**src/rtl/peripheral_dbg_pu_or1k_jsp_pkg.sv**
```systemverilog
// Shared definitions for the JTAG serial port TX serializer and RX deserializer.
package peripheral_dbg_pu_or1k_jsp_pkg;

    localparam int JSP_HDR_BITS   = 4;
    localparam int JSP_FIFO_DEPTH = 8;

    typedef enum logic [1:0] {
        JSP_IDLE = 2'd0,
        JSP_HDR  = 2'd1,
        JSP_DATA = 2'd2,
        JSP_FIN  = 2'd3
    } jsp_state_e;

    // Byte count of a transfer: what the fifo holds, clipped to the per-transfer limit.
    function automatic logic [JSP_HDR_BITS-1:0] jsp_clip_count(
        input logic [JSP_HDR_BITS-1:0] avail,
        input logic [JSP_HDR_BITS-1:0] max_bytes
    );
        return (avail < max_bytes) ? avail : max_bytes;
    endfunction

endpackage

```
**src/rtl/peripheral_dbg_pu_or1k_jsp_tx_serializer.sv**
```systemverilog
// Pop side of the JTAG serial port TX path. Each transfer shifts out a
// byte-count header LSB-first followed by that many bytes popped from the
// bytefifo, also LSB-first. The next field is loaded on the SHIFT_EN that
// consumes the last bit of the current one, so fields are back to back.
module peripheral_dbg_pu_or1k_jsp_tx_serializer
    import peripheral_dbg_pu_or1k_jsp_pkg::*;
#(
    parameter int MAX_BYTES = 8,
    parameter int HDR_BITS  = JSP_HDR_BITS
) (
    input  logic                CLK,
    input  logic                RSTN,
    input  logic                START,
    input  logic                SHIFT_EN,
    input  logic                ABORT,
    input  logic [7:0]          FIFO_DATA,
    input  logic [HDR_BITS-1:0] FIFO_BYTES_AVAIL,
    output logic                FIFO_EN,
    output logic                FIFO_PUSH_POPn,
    output logic                TDO,
    output logic                BUSY,
    output logic                DONE,
    output logic [HDR_BITS-1:0] XFER_COUNT
);

    localparam logic [HDR_BITS-1:0] MAX_CNT  = HDR_BITS'(MAX_BYTES);
    localparam logic [2:0]          HDR_LAST = 3'(HDR_BITS - 1);
    localparam logic [2:0]          DAT_LAST = 3'd7;

    jsp_state_e          state_q, state_d;
    logic [7:0]          sreg_q, sreg_d;
    logic [2:0]          bitcnt_q, bitcnt_d;
    logic [HDR_BITS-1:0] rem_q, rem_d;
    logic [HDR_BITS-1:0] xfer_q, xfer_d;
    logic                busy_q, busy_d;
    logic                done_q, done_d;
    logic                pop_c;
    logic                last_bit_c;
    logic [HDR_BITS-1:0] cnt_c;

    // Next-state logic: header/data sequencing, field loads and pop strobe.
    always_comb begin
        state_d    = state_q;
        sreg_d     = sreg_q;
        bitcnt_d   = bitcnt_q;
        rem_d      = rem_q;
        xfer_d     = xfer_q;
        pop_c      = 1'b0;
        cnt_c      = jsp_clip_count(FIFO_BYTES_AVAIL, MAX_CNT);
        last_bit_c = (state_q == JSP_HDR) ? (bitcnt_q == HDR_LAST) : (bitcnt_q == DAT_LAST);

        if (ABORT) begin
            // Leaving shift-DR drops the transfer; clearing sreg parks TDO low.
            state_d  = JSP_IDLE;
            sreg_d   = '0;
            bitcnt_d = '0;
            rem_d    = '0;
        end else begin
            case (state_q)
                JSP_IDLE: begin
                    if (START) begin
                        xfer_d   = cnt_c;
                        sreg_d   = 8'(cnt_c);
                        rem_d    = cnt_c;
                        bitcnt_d = '0;
                        state_d  = JSP_HDR;
                    end
                end
                JSP_HDR, JSP_DATA: begin
                    if (SHIFT_EN) begin
                        if (!last_bit_c) begin
                            sreg_d   = sreg_q >> 1;
                            bitcnt_d = bitcnt_q + 3'd1;
                        end else if (rem_q == '0) begin
                            sreg_d   = '0;
                            bitcnt_d = '0;
                            state_d  = JSP_FIN;
                        end else begin
                            sreg_d   = FIFO_DATA;
                            pop_c    = 1'b1;
                            rem_d    = rem_q - 1'b1;
                            bitcnt_d = '0;
                            state_d  = JSP_DATA;
                        end
                    end
                end
                JSP_FIN: begin
                    state_d = JSP_IDLE;
                end
                default: begin
                    state_d = JSP_IDLE;
                end
            endcase
        end

        busy_d = (state_d == JSP_HDR) || (state_d == JSP_DATA);
        done_d = (state_d == JSP_FIN);
    end

    // State and datapath registers with synchronous active-low reset.
    always_ff @(posedge CLK) begin
        if (!RSTN) begin
            state_q  <= JSP_IDLE;
            sreg_q   <= '0;
            bitcnt_q <= '0;
            rem_q    <= '0;
            xfer_q   <= '0;
            busy_q   <= 1'b0;
            done_q   <= 1'b0;
        end else begin
            state_q  <= state_d;
            sreg_q   <= sreg_d;
            bitcnt_q <= bitcnt_d;
            rem_q    <= rem_d;
            xfer_q   <= xfer_d;
            busy_q   <= busy_d;
            done_q   <= done_d;
        end
    end

    // The pop must land in the same cycle as the load; reset suppresses it.
    assign FIFO_EN        = pop_c & RSTN;
    assign FIFO_PUSH_POPn = 1'b0;
    assign TDO            = sreg_q[0];
    assign BUSY           = busy_q;
    assign DONE           = done_q;
    assign XFER_COUNT     = xfer_q;

endmodule

```
**config.mk**
```make
export PLATFORM = sky130hd
export DESIGN_NAME = peripheral_dbg_pu_or1k_jsp_tx_serializer
export DESIGN_NICKNAME = d
export VERILOG_FILES = /design/src/rtl/peripheral_dbg_pu_or1k_jsp_pkg.sv /design/src/rtl/peripheral_dbg_pu_or1k_jsp_tx_serializer.sv
export SDC_FILE = /design/constraint.sdc
export NUM_CORES = 1
export LEC_CHECK = 0
export ABC_AREA = 1
export BUFFER_PORTS_ARGS = -buffer_cell sky130_fd_sc_hd__clkbuf_2
export CORE_AREA = 8 8 65 67
export CTS_BUF_LIST = sky130_fd_sc_hd__clkbuf_8
export DETAILED_ROUTE_END_ITERATION = 10
export DIE_AREA = 0 0 73 75
export PLACE_DENSITY_LB_ADDON = 0.1
export RECOVER_POWER = 100
export SKIP_CTS_REPAIR_TIMING = 1
export SYNTH_ARGS = -nofsm -noshare
export SYNTH_HDL_FRONTEND = slang
export SYNTH_SLANG_ARGS = --single-unit
```
**constraint.sdc**
```tcl
create_clock -name CLK -period 2.4 [get_ports CLK]
set_input_delay 0.72 -clock CLK [delete_from_list [all_inputs] [get_ports CLK]]
set_output_delay 0.72 -clock CLK [all_outputs]
set_load 0.005 [all_outputs]
```
# --- Word-level counts from Yosys, hierarchy flattened ---
# Cells that the tools add are included.
totals:
  inputBits: 17
  regBits: 23
op_classes:
  n_mux: 27
  reduce_logical: 9
  order_cmp: 1
  eq_ne: 12
  add_sub_neg: 2
  bitwise_logic: 3
op_table:
  columns: ["operator", "n"]
  rows:
  - ["$mux W8", 4]
  - ["$mux W4", 5]
  - ["$pmux W8 S2", 1]
  - ["$mux W3", 3]
  - ["$eq A2 B2 Y1 const B", 4]
  - ["$mux W2", 4]
  - ["$ne A2 B2 Y1 const B", 4]
  - ["$pmux W4 S2", 1]
  - ["$mux W1", 7]
  - ["$pmux W2 S3", 1]
  - ["$pmux W3 S2", 1]
  - ["$reduce_and A3 Y1", 2]
  - ["$reduce_and A5 Y1", 1]
  - ["$eq A2 B1 Y1 const B", 2]
  - ["$logic_not A4 Y1", 1]
  - ["$lt A4 B4 Y1 const B", 1]
  - ["$reduce_or A2 Y1", 2]
  - ["$sub A4 B1 Y4 const B", 1]
  - ["$add A3 B1 Y3 const B", 1]
  - ["$eq A3 B2 Y1 const B", 1]
  - ["$eq A3 B3 Y1 const B", 1]
  - ["$logic_not A2 Y1", 1]
  - ["$not A1 Y1", 2]
  - ["$reduce_bool A2 Y1", 1]
  - ["2 further kinds", 2]

# --- Depth between registers and ports, before layout ---
# Gate-level depths: netlist (run 1).
logic_depth:
  depth_word: 8
  mapped_depth: 14

# --- Least setup slack after synthesis (run 1) ---
# Ideal clock, no wire load.
synth_path:
  kind: "input-to-output"
  startpoint: "input RSTN"
  endpoint: "output FIFO_EN"
  n_path_buf: 0
  path_stages: 4
  setup_slack_ns: 0.483
  t_arrival_ns: 1.197
  cell_sequence: "inv_2 -> nor2_4 -> inv_2 -> nor3_1"
synth_via:
  elab_chain_cells: 1
synth_lines:
  columns: ["element", "line", "rtl"]
  rows:
  - ["start: declaration", "peripheral_dbg_pu_or1k_jsp_tx_serializer.sv:12", "input logic RSTN,"]
  - ["$and A1 B1 Y1", "peripheral_dbg_pu_or1k_jsp_tx_serializer.sv:122", "assign FIFO_EN = pop_c & RSTN;"]
  - ["end: declaration", "peripheral_dbg_pu_or1k_jsp_tx_serializer.sv:18", "output logic FIFO_EN,"]
# No other way between the ends.

# --- Final worst setup path (run 1) ---
layout_path:
  startpoint: "register rem_q[0]"
  endpoint: "output FIFO_EN"
layout_via:
  elab_chain_cells: 7
layout_lines:
  columns: ["element", "line", "rtl"]
  rows:
  - ["start: declaration", "peripheral_dbg_pu_or1k_jsp_tx_serializer.sv:33", "logic [HDR_BITS-1:0] rem_q, rem_d;"]
  - ["start signal: assignment", "peripheral_dbg_pu_or1k_jsp_tx_serializer.sv:114", "rem_q <= rem_d;"]
  - ["$logic_not A4 Y1", "peripheral_dbg_pu_or1k_jsp_tx_serializer.sv:74", "end else if (rem_q == '0) begin"]
  - ["$mux W1", "peripheral_dbg_pu_or1k_jsp_tx_serializer.sv:74", null]
  - ["$mux W1", "peripheral_dbg_pu_or1k_jsp_tx_serializer.sv:71", "if (!last_bit_c) begin"]
  - ["$mux W1", "peripheral_dbg_pu_or1k_jsp_tx_serializer.sv:70", "if (SHIFT_EN) begin"]
  - ["$mux W1", "peripheral_dbg_pu_or1k_jsp_tx_serializer.sv:59", "case (state_q)"]
  - ["$mux W1", "peripheral_dbg_pu_or1k_jsp_tx_serializer.sv:52", "if (ABORT) begin"]
  - ["$and A1 B1 Y1", "peripheral_dbg_pu_or1k_jsp_tx_serializer.sv:122", null]
# No other way between the ends.

==> results of run 1 <==
-- power groups by stage --
stage | clock (µW) | sequential (µW) | combinational, µW
6_report | 250 | 404 | 184
3_3_place_gp | 0 | 413 | 189
2_1_floorplan | 0 | 413 | 147
4_1_cts | 261 | 405 | 193
3_5_place_dp | 0 | 413 | 192
5_1_grt | 273 | 407 | 208
-- cell usage in the layout, fill, tap and decap left out --
cell type / instances
a211oi_1: 3
a21oi_1: 11
buf_4: 3
clkbuf_1: 7
clkbuf_2: 17
clkbuf_8: 3
clkinv_2: 1
conb_1: 1
dfxtp_1: 23
ha_1: 5
inv_1: 24
inv_2: 5
inv_4: 1
nand2_1: 56
nand2_2: 1
nand2_4: 1
nand3_1: 19
nand3_4: 1
nand4_1: 2
nor2_1: 26
nor2_2: 2
nor2_4: 6
nor3_1: 1
o21ai_0: 7
or2_2: 1
xor2_1: 1
-- worst reg2reg max path: cells and delay by family, from the launching register on --
kind          cells  cell delay (ps)
fa+ha+maj         2              590
buf+inv           6              510
flops             1              340
simple gates      6              470
-- flip-flops by register name, summed over array words and instances, names as in the netlist --
signal      flops
rem_q           4
DONE            1
bitcnt_q        3
sreg_q          8
state_q         2
XFER_COUNT      4
BUSY            1
-- routing by layer --
layer / GRT usage, % / share of wire [%] / vias up
li1: - / - / 675
met1: 13.4 / 48 / 570
met2: 21.5 / 46 / 27
met3: 3.06 / 4.1 / 6
met4: 5.33 / 1.7 / 0
met5: 0 / 0 / -
-- metrics by stage --
stage | setup slack [ps] | instances | hold WS [ps] | instance area, µm²
after floorplan | 483 | 201 | 444 | 1360
after global placement | 313 | 270 | 456 | 1520
after detailed placement | 306 | 270 | 469 | 1520
after CTS | 140 | 274 | 482 | 1570
after global routing | 30.0 | 274 | 494 | 1540
final | 151 | 274 | 478 | 1540
-- worst max path at each step --
stage / from / to / slack [ps] / cells after the start
finish: rem_q[0] / FIFO_EN / 150 / 6
global route: rem_q[0] / FIFO_EN / 30 / 6
CTS: rem_q[0] / FIFO_EN / 140 / 6
detailed placement: RSTN / FIFO_EN / 310 / 6
global placement: RSTN / FIFO_EN / 310 / 6
floorplan: RSTN / FIFO_EN / 480 / 4
-- cell families (layout without fill, tap and decap cells) --
group	Yosys count	after routing	synth area share [%]
xor gates and xnor gates	1	1	0.642
buffers and inverters	34	61	11.7
DFF	23	23	33.8
AOI/OAI and AO/OA	21	21	8.26
adders and majority gates	5	5	4.59
and+or+nand+nor	116	116	40.8
other	1	1	0.275
-- cell type report --
cell class | count | area, µm² | share of cell area, %
clock buffers | 3 | 41.3 | 2.68
clock inverters | 1 | 5.00 | 0.324
inverters | 30 | 115 | 7.46
multi-input cells | 144 | 729 | 47.3
flip-flops and latches | 23 | 460 | 29.8
well taps | 46 | 57.6 | 3.73
repair buffers | 27 | 134 | 8.68
==> metrics.md, run 1 <==
| Metric | Value |
|---|---|
| Finished Core Util | 47.7% |
| P_sw | 259 µW |
| Fin. max-slew vios | 0 |
| Starting Density | 42.2% |
| Die width | 73 µm |
| Worst Clk Skew | 1.10 ps |
| Top-count cell post-synth | nand2_1 |
| Via count | 1278 |
| Min-Delay Path Class | reg -> reg |
| Pint | 579 µW |
| Top post-synthesis cells by area | dfxtp_1, nand2_1, nor2_1 |
| Worst reg-to-reg setup slack | 420 ps |
| WHS Endpoint | bitcnt_q[1] |
| Clk pwr share | 29.8% |
| Grt total ovfl | 0 |
| Core area | 3230 µm² |
| Final worst path period need | 2250 ps |
| Root buf cell | clkbuf_8 |
| Yosys top cell area share | 33.8% |
| CP required | 1680 ps |
| LEAKAGE | 0.000739 µW |
| Reg2reg path depth | 14 |
| Largest delay contributor family on the critical path | simple AND/OR/NAND/NOR gates |
| Synthesis-to-finish area growth | 13.1% |
| Final Hold Fails | 0 |
| # setup viols final | 0 |
| Post-synth top cells | nand2_1, nor2_1, dfxtp_1, inv_1, nand3_1 |
| CP max stage cell | dfxtp_1 |
| Comb power frac | 22.0% |
| Final Cycle Share | 93.7% |
| Post-synth EDFFs | 0 |
| Largest net degree at the start of global routing | 18 |
| Crit-path cells | inv_1 > ha_1 > nand3_1 > nand4_1 > nor3_1 > clkbuf_1 |
| Clk buf depth | 2 |
| CP arrival | 1530 ps |
| Synth Register Bits | 23 |
| Final ANT Viol Nets | 0 |
| Critical Path Fanout Max | 4 |
| VDD IR max | 0.194 mV |
| Final Total Pwr | 838 µW |
| Die Y | 75 µm |
| Crit. End Element | primary output |
| Routed WL per cell | 11.4 µm |
| GRT Overall Usage | 12.1% |
| Sequential share of the synthesized area | 33.8% |
| First-pass GRT wire length | 5.24 mm |
| ANT cells | 0 |
| RSZ-0062 raised after global routing | false |
| Post-synthesis instance area | 1360 µm² |
| Hold Crit Start | bitcnt_q[1] |
| Die area | 5480 µm² |
| Routability congestion estimate | 0.757 |
| FMAX | 445 MHz |
| CP startpoint kind | flip-flop |
| Sw Ratio | 30.9% |
| Post-synth cell types | 25 |
| Share of layout cells above drive strength 1 | 18.4% |
| Row count | 21 |
| Post-synth top area cell | dfxtp_1 |
| R2r endpoint | BUSY |
| Syn_nets | 223 |
| CP peak stage delay | 310 ps |
| I/O pins | 26 |
| Clock slew at reported path FFs | 90 ps |
| # port buffers | 24 |
| Detailed Place HPWL | 2.51 mm |
| Initial antenna violation count | 0 |
| Clock sink total | 23 |
| Syn Area/Cell | 6.79 µm² |
| Worst Setup Path Type | reg -> out |
| # DRC | 0 |
| Vias in the first global route | 1273 |
| Post-DR vias/cell | 4.66 |
| Syn Inst Count | 201 |
| Num CTS Buffers | 3 |
| # H-tree levels | 1 |
| Top_reg_cell synth | dfxtp_1 |
| Initial DRC count | 54 |
| Setup total negative slack | 0 ps |
| Worst-skew pair later-pin latency | 270 ps |
| Final wirelength | 3.13 mm |
| Power Density | 543 nW/µm² |
| Max-cap violations | 0 |
| Async S/R FF share, synth | 0% |
| Outcome | complete, no violations |
| Worst r2r src | state_q[0] |
| Nets | 251 |
| CP Buf/Inv Count | 2 |
| Hold path depth | 2 |
| Register share of total power | 48.2% |
| Synth warn | 0 |
| Fillers | 356 |
| CTS tree | yes |
| Drt first pass iters | 4 |
No activity file was read; power rests on OpenSTA's default activity.
==> run 2, diff against run 1 <==
Settings changed: ABC_AREA 1 to not set, CORE_AREA 8 8 65 67 to 8 8 62 64, DIE_AREA 0 0 73 75 to 0 0 70 72.
==> metrics.md, run 2 <==
| Metric | Value |
|---|---|
| Outcome | complete, no violations |
| Post-route design area | 1520 µm² (-1.7%) |
| Syn Inst Count | 148 (-26%) |
| Die Y | 72 µm (-4.0%) |
| Final wirelength | 3.19 mm (+2.0%) |
| CP arrival | 1620 ps (+90 ps) |
| Top_reg_cell synth | dfxtp_1 |
| Initial DRC count | 44 (-19%) |
| Synth Register Bits | 23 (unchanged) |
| Sequential share of the synthesized area | 37.8% (+4.1 points) |
| Fin. max-slew vios | 0 (unchanged) |
| Num CTS Buffers | 3 (unchanged) |
| Area of the multi-input gates | 759 µm² (+4.1%) |
| Starting Density | 41.9% (-0.26 points) |
| CP startpoint kind | flip-flop |
| Worst hold slack | 459 ps (-18.5 ps) |
| Final Cycle Share | 97.4% (+3.7 points) |
| Synthesis-to-finish area growth | 24.6% |
| Reg area | 464 µm² (+0.82%) |
| Routability congestion estimate | 0.884 (+17%) |
| CP required | 1680 ps (about the same) |
| Power Density | 504 nW/µm² (-7.2%) |
| Nets | 201 (-20%) |
| Post-synth top cells | dfxtp_1, a21oi_1, nand2_1, nor2b_1, inv_1 |
| I/O pins | 26 (unchanged) |
| First-pass GRT wire length | 5.10 mm (-2.6%) |
| Async S/R FF share, synth | 0% (unchanged) |
| VDD IR max | 0.405 mV (+110%) |
| Final ANT Viol Nets | 0 (unchanged) |
| Die width | 70 µm (-4.1%) |
| Root buf cell | clkbuf_8 |
| Post-synthesis instance area | 1220 µm² (-11%) |
| Final std cells w/o fill | 211 (-23%) |
| Clock sink total | 23 (unchanged) |
| Post-synth top area cell | dfxtp_1 |
| Reg2reg path depth | 9 (-5) |
| FMAX | 428 MHz (-3.8%) |
| Routed WL per cell | 15.1 µm (+33%) |
| Via count | 1176 (-8.0%) |
| # H-tree levels | 1 (unchanged) |
| Max-cap violations | 0 (unchanged) |
| # port buffers | 24 (unchanged) |
| # setup viols final | 0 (unchanged) |
| Final worst path period need | 2340 ps (+89.2 ps) |
| Crit. End Element | primary output |
| Detailed Place HPWL | 2.38 mm (-5.3%) |
| Worst Setup Path Type | reg -> out |
| Largest register FFs | 8 (unchanged) |
| Grt total ovfl | 0 (unchanged) |
| Core area | 2900 µm² (-10%) |
| Post-synth cell types | 40 (+60%) |
| Top-count cell post-synth | dfxtp_1 |
| Drt first pass iters | 4 (unchanged) |
| Final Hold Fails | 0 (unchanged) |
| Initial antenna violation count | 0 (unchanged) |
| Slew HR | 64.8% |
| ANT cells | 0 (unchanged) |
| Largest net degree at the start of global routing | 20 (+2) |
| Syn Area/Cell | 8.23 µm² (+21%) |
| Worst-Margin Slew | 524 ps |
| Commonest non-fill, non-tap cell in the layout | clkbuf_2 |
| RSZ-0062 raised after global routing | true |
| Yosys top cell area share | 37.8% (+4.1 points) |
| Clock slew at reported path FFs | 90 ps (about the same) |
| Clk buf depth | 2 (unchanged) |
| Critical Path Fanout Max | 5 (+1) |
| Row count | 20 (-4.8%) |
| Synth warn | 0 (unchanged) |
| Vias in the first global route | 1129 (-11%) |
| Most frequent cells in the layout | clkbuf_2, dfxtp_1, a21oi_1 |
| LEAKAGE | 0.000629 µW (-15%) |
| Fillers | 308 (-13%) |
| Syn_nets | 170 (-24%) |
| Share of layout cells above drive strength 1 | 27.0% (+8.5 points) |
| Post-synth EDFFs | 0 (unchanged) |
| CTS tree | yes |
| Post-DR vias/cell | 5.57 (+19%) |
| GRT Overall Usage | 12.0% (-0.17 points) |
| Inst Count DP | 204 (-24%) |
| # DRC | 0 (unchanged) |
| Die area | 5040 µm² (-7.9%) |
| Area after DPL | 1380 µm² (-9.0%) |
| Worst-skew pair later-pin latency | 270 ps (about the same) |
| Min-Delay Path Class | reg -> reg |
| Biggest register | sreg_q |
| Worst Clk Skew | 5.88 ps (+4.79 ps) |
| Hold path depth | 2 (unchanged) |
| Top post-synthesis cells by area | dfxtp_1, a21oi_1, ha_1 |
run 2: per-layer routing:
| metal | vias up | wire, µm | track usage (%) | part of all wire, % |
|---|---|---|---|---|
| met5 | - | 0 | 0 | 0 |
| met4 | 0 | 44 | 3.35 | 1.4 |
| met3 | 6 | 114 | 2.59 | 3.6 |
| met2 | 22 | 1540 | 20.3 | 48 |
| met1 | 554 | 1500 | 14.8 | 47 |
| li1 | 594 | - | - | - |
run 2: critical path: stages, from the launching register on:
cell and delay, ps:
dfxtp_2 350, inv_4 50, ha_4 170, xnor2_4 170, nor4_4 310, and3_1 190, buf_2 110
run 2: worst paths after layout:
check | startpoint | slack (ps) | endpoint
setup reg to reg | state_q[1] | 230 | BUSY
hold / removal | sreg_q[7] | 460 | sreg_q[7]
hold reg to reg | sreg_q[7] | 460 | sreg_q[7]
setup / recovery | state_q[1] | 60 | FIFO_EN
run 2: cells by family after synthesis:
| kind of cell | share of synthesized area [%] |
|---|---|
| flops | 37.8 |
| compound gates | 21.9 |
| other cells | 0.308 |
| buf+inv | 5.04 |
| mux | 3.29 |
| xor+xnor | 1.44 |
| fa+ha+maj | 5.14 |
| simple gates | 25.1 |
run 2: layout make-up:
class / count / share of cell area [%]
clock buffer: 3 / 2.72
multi-input combinational: 112 / 50.1
sequential: 23 / 30.6
inverter: 8 / 2.15
clock inverter: 1 / 0.330
timing repair buffer: 31 / 11.4
tap: 33 / 2.72
run 2: where the power goes:
part	internal, µW	total (µW)	switching (µW)
clock network	116	245	129
logic	51.0	123	71.5
registers	391	397	5.98
run 2: metrics by stage:
stage                     utilization, %  TNS (ps)  total power, µW  setup WS (ps)
after floorplan                        -         0              478            132
after global placement              47.7         0              516            300
after detailed placement            47.7         0              517            252
after CTS                           49.3     -58.3              759          -58.3
after global routing                52.2     -12.3              800          -12.3
final                               52.2         0              765           61.6
==> run 3, diff against run 2 <==
Settings changed: ABC_AREA set to 1, BUFFER_PORTS_ARGS -buffer_cell sky130_fd_sc_hd__clkbuf_2 to -buffer_cell sky130_fd_sc_hd__buf_2, CORE_AREA 8 8 62 64 to 8 8 65 67, DIE_AREA 0 0 70 72 to 0 0 73 75.
==> metrics.md, run 3 (synthesis gave the netlist of run 1 again) <==
| Metric | Value |
|---|---|
| Final Hold Fails | 0 (unchanged) |
| Area after DPL | 1520 µm² (+9.9%) |
| Post-route design area | 1540 µm² (+1.7%) |
| # setup viols final | 0 (unchanged) |
| Power Density | 543 nW/µm² (+7.6%) |
| VDD IR max | 0.318 mV (-22%) |
| Via count | 1266 (+7.7%) |
| Initial antenna violation count | 0 (unchanged) |
| Synthesis-to-finish area growth | 13.0% |
| Post-place setup slack | 316 ps (+63.2 ps) |
| Final Cycle Share | 93.9% (-3.5 points) |
| Root buf cell | clkbuf_8 |
| # port buffers | 24 (unchanged) |
| Fin. max-slew vios | 0 (unchanged) |
| Share of layout cells above drive strength 1 | 18.0% (-9.0 points) |
| LEAKAGE | 0.000732 µW (+16%) |
| Row count | 21 (+5.0%) |
| Detailed Place HPWL | 2.55 mm (+7.0%) |
| Starting Density | 42.2% (+0.26 points) |
| Final std cells w/o fill | 274 (+30%) |
| Initial DRC count | 71 (+61%) |
| Worst-skew pair later-pin latency | 260 ps (about the same) |
| Inst Count DP | 270 (+32%) |
| Clock sink total | 23 (unchanged) |
| ANT cells | 0 (unchanged) |
| FMAX | 444 MHz (+3.8%) |
| RSZ-0062 raised after global routing | false |
| Final worst path period need | 2250 ps (-84.6 ps) |
| Outcome | complete, no violations |
| Drt first pass iters | 4 (unchanged) |
| Critical Path Fanout Max | 4 (-1) |
| # DRC | 0 (unchanged) |
| Post-DR vias/cell | 4.62 (-17%) |
| CP max stage cell | dfxtp_1 |
| CP startpoint kind | flip-flop |
| Die area | 5480 µm² (+8.6%) |
| First-pass GRT wire length | 5.54 mm (+8.6%) |
| Worst Clk Skew | 1.30 ps (-4.58 ps) |
| Biggest register | sreg_q |
| Grt total ovfl | 0 (unchanged) |
| Final wirelength | 3.19 mm (-0.13%) |
| Die Y | 75 µm (+4.2%) |
| Vias in the first global route | 1290 (+14%) |
| I/O pins | 26 (unchanged) |
| GRT Overall Usage | 12.6% (+0.67 points) |
| CP peak stage delay | 320 ps (-30 ps) |
| Setup total negative slack | 0 ps (unchanged) |
| Num CTS Buffers | 3 (unchanged) |
| Routability congestion estimate | 0.777 (-12%) |
| Crit. End Element | primary output |
| CP Buf/Inv Count | 2 (unchanged) |
| Largest net degree at the start of global routing | 18 (-10%) |
| Largest delay contributor family on the critical path | simple AND/OR/NAND/NOR gates |
| Nets | 251 (+25%) |
| CP arrival | 1530 ps (-90 ps) |
| Core area | 3230 µm² (+11%) |
| Most frequent cells in the layout | nand2_1, nor2_1, inv_1 |
| Fillers | 358 (+16%) |
| Crit-path cells | inv_1 > ha_1 > nand3_1 > nand4_1 > nor3_1 > clkbuf_1 |
| Worst Setup Path Type | reg -> out |
| Die width | 73 µm (+4.3%) |
| # H-tree levels | 1 (unchanged) |
| Largest register FFs | 8 (unchanged) |
| Clk buf depth | 2 (unchanged) |
| Setup WS post-layout | 146 ps (+84.6 ps) |
| CTS tree | yes |
| Finished Core Util | 47.7% (-4.5 points) |
| Clock slew at reported path FFs | 90 ps (about the same) |
| CP required | 1680 ps (about the same) |
| Final ANT Viol Nets | 0 (unchanged) |
| Commonest non-fill, non-tap cell in the layout | nand2_1 |
| Max-cap violations | 0 (unchanged) |
| Routed WL per cell | 11.6 µm (-23%) |
| Min-Delay Path Class | reg -> reg |
## run 3: where the power goes
| part | total, µW | switching [µW] | internal, µW | leakage [µW] |
|---|---|---|---|---|
| clock network | 247 | 132 | 116 | 0.0000255 |
| logic | 185 | 119 | 65.2 | 0.000519 |
| registers | 404 | 6.88 | 397 | 0.000187 |
## run 3: worst paths after layout
kind               start           to  slack, ps  depth (start not counted)
max reg2reg   state_q[0]     rem_q[3]        390                         12
max             rem_q[0]      FIFO_EN        150                          6
min          bitcnt_q[1]  bitcnt_q[1]        480                          2
min reg2reg  bitcnt_q[1]  bitcnt_q[1]        480                          2
## run 3: cell type report
class / count / area (µm²) / area share [%]
clock buffers: 3 / 41.3 / 2.68
clock inverters: 1 / 5.00 / 0.325
inverters: 30 / 115 / 7.47
multi-input cells: 144 / 729 / 47.3
flip-flops and latches: 23 / 460 / 29.9
well taps: 46 / 57.6 / 3.73
repair buffers: 27 / 133 / 8.60
## run 3: through the flow
step                hold WS, ps  total power (µW)
floorplan                   444               560
detailed placement          460               605
finish                      478               836
CTS                         474               851
global route                497               887
global placement            455               602
## run 3: metal layers
metal	track usage (%)	wire, µm	vias up
met5	0	0	-
met4	2.00	12	0
met3	3.60	131	2
met2	22.2	1550	17
met1	15.1	1490	572
li1	-	-	675
## run 3: worst min-delay path, delay by kind of cell (launching register included)
kind	cells	cell delay, ps
AO/OA/AOI/OAI	1	50
AND/OR/NAND/NOR	1	60
flip-flops	1	320
